### config.mk
export PLATFORM = sky130hd
export DESIGN_NAME = delta_reader
export DESIGN_NICKNAME = d
export VERILOG_FILES = /design/src/rtl/delta_reader.sv
export SDC_FILE = /design/constraint.sdc
export NUM_CORES = 1
export LEC_CHECK = 0
export CORE_ASPECT_RATIO = 1.75
export CORE_MARGIN = 2
export CORE_UTILIZATION = 30
export CTS_BUF_LIST = sky130_fd_sc_hd__clkbuf_8
export DETAILED_ROUTE_END_ITERATION = 7
export HOLD_SLACK_MARGIN = 0.03
export PLACE_DENSITY_LB_ADDON = 0.15
export SETUP_SLACK_MARGIN = 0.05
export SLEW_MARGIN = 20
export SYNTH_ARGS = -nofsm -noshare
export SYNTH_HDL_FRONTEND = slang
export SYNTH_SLANG_ARGS = --single-unit
### constraint.sdc
create_clock -name CLK -period 2.4 [get_ports CLK]
set_clock_uncertainty 0.1 [all_clocks]
set_input_delay 0.36 -clock CLK [delete_from_list [all_inputs] [get_ports CLK]]
set_output_delay 0.36 -clock CLK [all_outputs]
set_load 0.005 [all_outputs]
### src/rtl/delta_reader.sv
// Consumer side of a delta-register bank: round-robin picks one pending change flag,
// pulses its read/clear line, captures the value and offers {channel, data} downstream.
module delta_reader #(
    parameter int DATA_WIDTH   = 32,
    parameter int NUM_CHANNELS = 4,
    parameter int CNT_WIDTH    = 16,
    localparam int IDX_WIDTH   = $clog2(NUM_CHANNELS)
) (
    input  logic                               CLK,
    input  logic                               RST,
    input  logic                               EN,
    input  logic [NUM_CHANNELS-1:0]            VALUE_CHANGE,
    input  logic [NUM_CHANNELS*DATA_WIDTH-1:0] VALUE_IN,
    output logic [NUM_CHANNELS-1:0]            READ_EVENT,
    output logic                               EVT_VALID,
    input  logic                               EVT_READY,
    output logic [IDX_WIDTH-1:0]               EVT_CHANNEL,
    output logic [DATA_WIDTH-1:0]              EVT_DATA,
    output logic [CNT_WIDTH-1:0]               EVT_COUNT,
    output logic                               BUSY
);

    typedef enum logic [1:0] {IDLE, READ, OUT} state_t;

    state_t                  state, state_nxt;
    logic [IDX_WIDTH-1:0]    rr_ptr, rr_ptr_nxt;
    logic [IDX_WIDTH-1:0]    sel, sel_nxt;
    logic [IDX_WIDTH-1:0]    grant, scan_idx;
    logic                    grant_found;
    logic [NUM_CHANNELS-1:0] read_event_nxt;
    logic                    evt_valid_nxt;
    logic [IDX_WIDTH-1:0]    evt_channel_nxt;
    logic [DATA_WIDTH-1:0]   evt_data_nxt;
    logic [CNT_WIDTH-1:0]    evt_count_nxt;
    logic                    busy_nxt;
    logic [DATA_WIDTH-1:0]   chan_val [NUM_CHANNELS];

    for (genvar i = 0; i < NUM_CHANNELS; i++) begin : g_unpack
        assign chan_val[i] = VALUE_IN[i*DATA_WIDTH +: DATA_WIDTH];
    end

    // Cyclic scan starting at rr_ptr; the first set flag found wins.
    always_comb begin
        grant       = '0;
        grant_found = 1'b0;
        scan_idx    = '0;
        for (int k = 0; k < NUM_CHANNELS; k++) begin
            scan_idx = IDX_WIDTH'((int'(rr_ptr) + k) % NUM_CHANNELS);
            if (!grant_found && VALUE_CHANGE[scan_idx]) begin
                grant       = scan_idx;
                grant_found = 1'b1;
            end
        end
    end

    always_comb begin
        state_nxt       = state;
        rr_ptr_nxt      = rr_ptr;
        sel_nxt         = sel;
        read_event_nxt  = '0;
        evt_valid_nxt   = EVT_VALID;
        evt_channel_nxt = EVT_CHANNEL;
        evt_data_nxt    = EVT_DATA;
        evt_count_nxt   = EVT_COUNT;
        case (state)
            IDLE: begin
                if (EN && grant_found) begin
                    sel_nxt        = grant;
                    rr_ptr_nxt     = (grant == IDX_WIDTH'(NUM_CHANNELS - 1)) ? '0 : grant + IDX_WIDTH'(1);
                    read_event_nxt = NUM_CHANNELS'(1) << grant;
                    state_nxt      = READ;
                end
            end
            READ: begin
                evt_data_nxt    = chan_val[sel];
                evt_channel_nxt = sel;
                evt_valid_nxt   = 1'b1;
                state_nxt       = OUT;
            end
            OUT: begin
                if (EVT_READY) begin
                    evt_valid_nxt = 1'b0;
                    evt_count_nxt = (EVT_COUNT == '1) ? EVT_COUNT : EVT_COUNT + CNT_WIDTH'(1);
                    state_nxt     = IDLE;
                end
            end
            default: begin
                evt_valid_nxt = 1'b0;
                state_nxt     = IDLE;
            end
        endcase
        busy_nxt = (state_nxt != IDLE);
    end

    // Reset aborts any transaction in flight; the source keeps unread flags.
    always_ff @(posedge CLK) begin
        if (RST) begin
            state       <= IDLE;
            rr_ptr      <= '0;
            sel         <= '0;
            READ_EVENT  <= '0;
            EVT_VALID   <= 1'b0;
            EVT_CHANNEL <= '0;
            EVT_DATA    <= '0;
            EVT_COUNT   <= '0;
            BUSY        <= 1'b0;
        end else begin
            state       <= state_nxt;
            rr_ptr      <= rr_ptr_nxt;
            sel         <= sel_nxt;
            READ_EVENT  <= read_event_nxt;
            EVT_VALID   <= evt_valid_nxt;
            EVT_CHANNEL <= evt_channel_nxt;
            EVT_DATA    <= evt_data_nxt;
            EVT_COUNT   <= evt_count_nxt;
            BUSY        <= busy_nxt;
        end
    end

endmodule

Word level (Yosys, flattened, before mapping)
Cells that the tools add are included.
{"block": "word_totals", "output_inout_bits": 56, "input_bits": 136, "word_cells": 67, "register_bits": 62}
{"block": "classes", "n_eq_ne": 5, "n_addsub": 5, "order_cmp": 5, "mux": 25, "n_bitwise": 4, "shift": 1, "reduce_logical": 13}
{"cell": "32-bit binary-select mux with 2-bit select", "count": 1}
{"cell": "32-bit 2-to-1 mux", "count": 2}
{"cell": "16-bit by 1-bit adder with 16-bit output, second input constant", "count": 1}
{"cell": "16-bit equality test, second input constant", "count": 1}
{"cell": "2-bit 2-to-1 mux", "count": 7}
{"cell": "2-bit by 3-bit less-than comparator with 1-bit output, second input constant", "count": 4}
{"cell": "1-bit 2-to-1 mux", "count": 9}
{"cell": "1-bit binary-select mux with 2-bit select", "count": 4}
{"cell": "2-bit one-hot mux with 3 select lines", "count": 1}
{"cell": "2-bit by 1-bit adder with 2-bit output, second input constant", "count": 2}
{"cell": "2-bit adder, second input constant", "count": 2}
{"cell": "2-bit equality test, second input constant", "count": 2}
{"cell": "1-bit logical AND", "count": 4}
{"cell": "2-bit AND reduction", "count": 2}
{"cell": "1-bit by 2-bit << shifter with 4-bit output, first input constant", "count": 1}
{"cell": "3-bit greater-or-equal comparator, second input constant", "count": 1}
{"cell": "1-bit logical NOT", "count": 3}
{"cell": "1-bit NOT", "count": 3}
{"cell": "2-bit NOT with 3-bit output", "count": 1}
{"cell": "1-bit one-hot mux with 3 select lines", "count": 1}
{"cell": "3-bit AND reduction", "count": 1}
{"cell": "3-bit OR reduction", "count": 1}
{"cell": "2-bit by 1-bit equality test with 1-bit output, second input constant", "count": 1}
{"cell": "2-bit logical NOT", "count": 1}
{"cell": "other kinds (2)", "count": 2}

Depth between registers and ports, before layout
{"block": "depth", "depth_word": 16, "mapped_depth": 6, "mapped_depth_nobuf": 6}

Worst setup path before layout
No wires, ideal clock.
{"block": "synth_path", "path_kind": "register -> register", "from": "register rr_ptr[1]", "to": "register rr_ptr[1]", "required_ps": 2172, "setup_ps": 128, "setup_slack_ps": 649, "stages_incl_launch_ff": 7, "period_less_slack_ps": 1751, "n_path_buf": 0, "t_arrival_ps": 1524, "cell_sequence": "dfxtp_1 -> mux2i_1 -> nor2_1 -> nor4_1 -> ha_1 -> mux2i_1 -> nor2_1"}
{"block": "synth_via", "elab_chain_len": 14, "elab_cells_between_ends": 30, "classes_between": "4 x add/sub; 1 x eq/ne; 17 x mux; 8 x reduce/logical"}
{"element": "start: declaration", "line": "26", "rtl": "logic [IDX_WIDTH-1:0] rr_ptr, rr_ptr_nxt;"}
{"element": "start signal: assignment", "line": "109", "rtl": "rr_ptr <= rr_ptr_nxt;"}
{"element": "branches (longest 11 deep; another with 2-bit by 1-bit adder with 2-bit output)"}
{"element": "2-bit 2-to-1 mux *", "line": "49", "rtl": "if (!grant_found && VALUE_CHANGE[scan_idx]) begin"}
{"element": "net grant[0]", "line": "28", "rtl": "logic [IDX_WIDTH-1:0] grant, scan_idx;"}
{"element": "2-bit by 1-bit adder with 2-bit output / 2-bit equality test (equally long branches)", "line": "69", "rtl": "rr_ptr_nxt = (grant == IDX_WIDTH'(NUM_CHANNELS - 1)) ? '0 : grant + IDX_WIDTH'(1);"}
{"element": "2-bit 2-to-1 mux *", "line": "69"}
Mark *: on every way through the listed nets, which the timed path passes. The select of a mux whose other input is x is not followed.
A chain may end at the register's enable or synchronous reset.

Worst setup path in the final report
{"block": "layout_path", "from": "input port VALUE_CHANGE[0]", "to": "register rr_ptr[0]"}
{"block": "layout_via", "elab_chain_len": 14, "elab_cells_between_ends": 27, "classes_between": "1 x add/sub; 1 x eq/ne; 17 x mux; 8 x reduce/logical"}
{"element": "start: declaration", "line": "12", "rtl": "input logic [NUM_CHANNELS-1:0] VALUE_CHANGE,"}
{"element": "1-bit binary-select mux with 2-bit select", "line": "49"}
{"element": "1-bit 2-to-1 mux (not written as such)", "line": "49"}
{"element": "1-bit 2-to-1 mux", "line": "49"}
{"element": "1-bit logical NOT", "line": "49"}
{"element": "1-bit logical AND", "line": "49"}
{"element": "1-bit 2-to-1 mux", "line": "49"}
{"element": "1-bit logical NOT", "line": "49"}
{"element": "1-bit logical AND", "line": "49"}
{"element": "1-bit 2-to-1 mux", "line": "49"}
{"element": "1-bit logical NOT", "line": "49"}
{"element": "1-bit logical AND", "line": "49"}
{"element": "2-bit 2-to-1 mux *", "line": "49"}
{"element": "net grant[1]", "line": "28"}
{"element": "2-bit equality test *", "line": "69"}
{"element": "2-bit 2-to-1 mux *", "line": "69"}
The timed path passes the listed nets; every way through them passes the cells marked *. The select of a mux whose other input is x is not followed.

==> results.py <==
metrics = {
    "clock_tree": {
        "clkLatencyLatePin_ps": 340,
        "clkTransAtPathRegs_ps": 60,
        "cts_made_buffers": 9,
        "clk_path_buf_depth": 2,
        "htree_levels": 3,
        "post_cts.repair.setup_buffers": 0,
        "cts.sinks": 62,
        "ctsResizeCount": 0,
        "cts_hold_buf": 0,
        "cts_tree": "yes",
        "cts_root_buffer": "clkbuf_8",
    },
    "final_layout": {
        "n_antenna_cell": 0,
        "syn_to_final_growth_pct": 66.8,
        "final_common_cell": "clkdlybuf4s50_1",
        "drive_above_1_share_pct": 14.8,
        "final_cell_mix": "clkdlybuf4s50_1, nand2_1, dfxtp_1",
        "num-nets-final": 666,
        "final_area_sq_mm": 0.00558,
        "fin_util_pct": 50.8,
    },
    "sta": {
        "setup_viol": 0,
        "worst_pin_slew_ps": 591,
        "relSlewSlack_pct": 60.6,
        "fin_crit_sh_pct": 82.5,
        "fin_crit_ps": 1980,
        "hold_violations": 0,
        "drv_slew": 0,
        "clock.fmax_mhz": 505,
        "rsz0062_at_grt": "no",
        "tns_ps": 0,
        "final.setup.worst_slack_ps": 420,
    },
    "drt": {
        "dr.first_iter.drc_count": 115,
        "postRouteAntennaNets": 0,
        "wl_per_cell_um": 16.1,
        "route.detailed.drc": 0,
        "finalWirelength_um": 10700,
        "num_vias": 3379,
        "drt-vias-per-instance": 5.08,
        "drt_first_pass_iters": 4,
    },
    "synthesis": {
        "yosys-top-cells-area": "dfxtp_1, mux4_2, nand2_1, a21oi_1, mux2_2",
        "ys_ff_latch": 62,
        "ys.flop_type": "dfxtp_1",
        "ys_types": 52,
        "yosysTopAreaCell": "dfxtp_1",
        "syn-mean-instance-area_sq_um": 9.78,
        "syn_inst": 342,
        "synth_top_cell_area_share_pct": 37.1,
        "synthArstFlopShare_pct": 0,
        "yosysSeqAreaShare_pct": 37.1,
        "synth_edf_count": 0,
        "yosysWarnings": 0,
        "syn_nets": 480,
        "syn-cell-area_sq_mm": 0.00334,
    },
    "die": {
        "top_level_ports": 192,
        "die_area_sq_mm": 0.0120,
        "core_area_sq_mm": 0.0110,
        "fp.dieH_um": 144,
        "initial_core_util_pct": 30.5,
        "die_width_um": 83.8,
        "row_count": 51,
    },
    "worst_setup_path": {
        "cp_max_fo": 4,
        "max_stage_delay_ps": 550,
        "path_delay_family": "compound AO/OA/AOI/OAI gates",
        "worstPathRequired_ps": 2530,
        "cp_cell_sequence": "clkdlybuf4s50_1 > nand2_1 > a311oi_1 > nor2_1 > ha_1 > o41ai_1",
        "critPathCaptureType": "register",
        "arrival_ps": 2110,
        "crit_buf_inv": 1,
        "critPathKind": "input pin to register",
        "critical_path.slowest_cell": "clkdlybuf4s50_1",
        "start_kind": "input pin",
    },
    "pwr": {
        "p_switching_uw": 657,
        "p_clk_share_pct": 32.7,
        "p_int_mw": 1.96,
        "power_frac_seq_pct": 42.4,
        "cellLeakagePower_nw": 1.94,
        "pwr-share-comb_pct": 24.9,
        "p_sw_share_pct": 25.1,
        "power_density_mw_per_mm2": 469,
        "vdd.ir_drop.worst_mv": 0.229,
    },
    "global_routing": {
        "grt.total_usage_pct": 17.4,
        "grt_pass1_vias": 3449,
        "grt_pass1_wl_um": 16300,
        "grt_start_max_net_pins": 35,
        "grt_overflow": 0,
        "antenna_found_initial": 0,
    },
    "place": {
        "pre_cts_ws_ps": 92.8,
        "hpwl_um": 8340,
        "postPlaceCellArea_sq_mm": 0.00539,
        "portBuffers": 191,
        "place_congestion": 0.819,
    },
    "worst_hold_path": {
        "hold_path_class": "register to register",
    },
    "outcome": {
        "status": "finished clean",
    },
    "run": {
        "cap_violations": 0,
    },
}
stage by stage:
step	hold WS, ps	std cells	power [mW]
CTS	355	665	2.65
global placement	343	649	1.78
floorplan	353	342	1.42
global route	371	665	2.76
detailed placement	349	649	1.79
finish	353	665	2.61
flip-flops by register name, summed over array words and instances, names as in the netlist:
name         count
EVT_DATA        32
sel              2
EVT_CHANNEL      2
BUSY             1
rr_ptr           2
EVT_VALID        1
READ_EVENT       4
state            2
EVT_COUNT       16
cell type report:
type	count	area [sq um]
clock inverters	4	21.3
clock buffers	12	165
well taps	132	165
repair buffers	200	1990
multi-input cells	252	1980
inverters	3	11.3
fillers	1059	5400
flip-flops and latches	62	1240
cells in the mapped netlist (3+ instances only):
| cell type | instances |
|---|---|
| a211oi_1 | 3 |
| a21oi_1 | 42 |
| buf_1 | 3 |
| buf_2 | 4 |
| clkbuf_1 | 16 |
| dfxtp_1 | 62 |
| inv_1 | 3 |
| mux2_2 | 7 |
| mux2i_1 | 3 |
| mux4_2 | 32 |
| nand2_1 | 77 |
| nand2b_1 | 4 |
| nand3_1 | 5 |
| nand4_1 | 4 |
| nor2_1 | 14 |
| nor2b_1 | 10 |
| o21ai_0 | 6 |
routing by layer:
metal,wire length [um],global-route usage (%),share of wire (%)
met1,3770,17.1,35
met2,5930,33.2,56
met3,745,5.05,7.0
met4,235,7.81,2.2
met5,0,0,0
kinds of logic (layout without fill, tap and decap cells):
family	after synthesis	after routing	share of synthesized area (%)
buffers and inverters	28	219	3.52
multiplexers	43	43	25.1
AO/OA/AOI/OAI	63	63	10.9
flip-flops	62	62	37.1
adder cells (fa/ha/maj)	2	2	0.748
AND/OR/NAND/NOR	144	144	22.6
final timing paths:
check	slack [ps]	depth (start not counted)	from	endpoint
setup reg to reg	530	5	EVT_COUNT[0]	EVT_COUNT[9]
setup / recovery	420	6	VALUE_CHANGE[0]	rr_ptr[0]
hold / removal	350	2	EVT_DATA[8]	EVT_DATA[8]
hold reg to reg	350	2	EVT_DATA[8]	EVT_DATA[8]
tightest hold or removal path, stage by stage (launching register included):
cell and delay, ps:
dfxtp_1 310, nand2_1 50, a21oi_1 50
power groups by stage:
stage | sequential, mW | combinational, mW | clock (mW)
floorplan | 1.13 | 0.290 | 0
global placement | 1.13 | 0.653 | 0
detailed placement | 1.13 | 0.661 | 0
CTS | 1.11 | 0.663 | 0.880
global route | 1.11 | 0.705 | 0.936
finish | 1.11 | 0.651 | 0.854
Note: power is estimated with default switching activity, not from simulation.
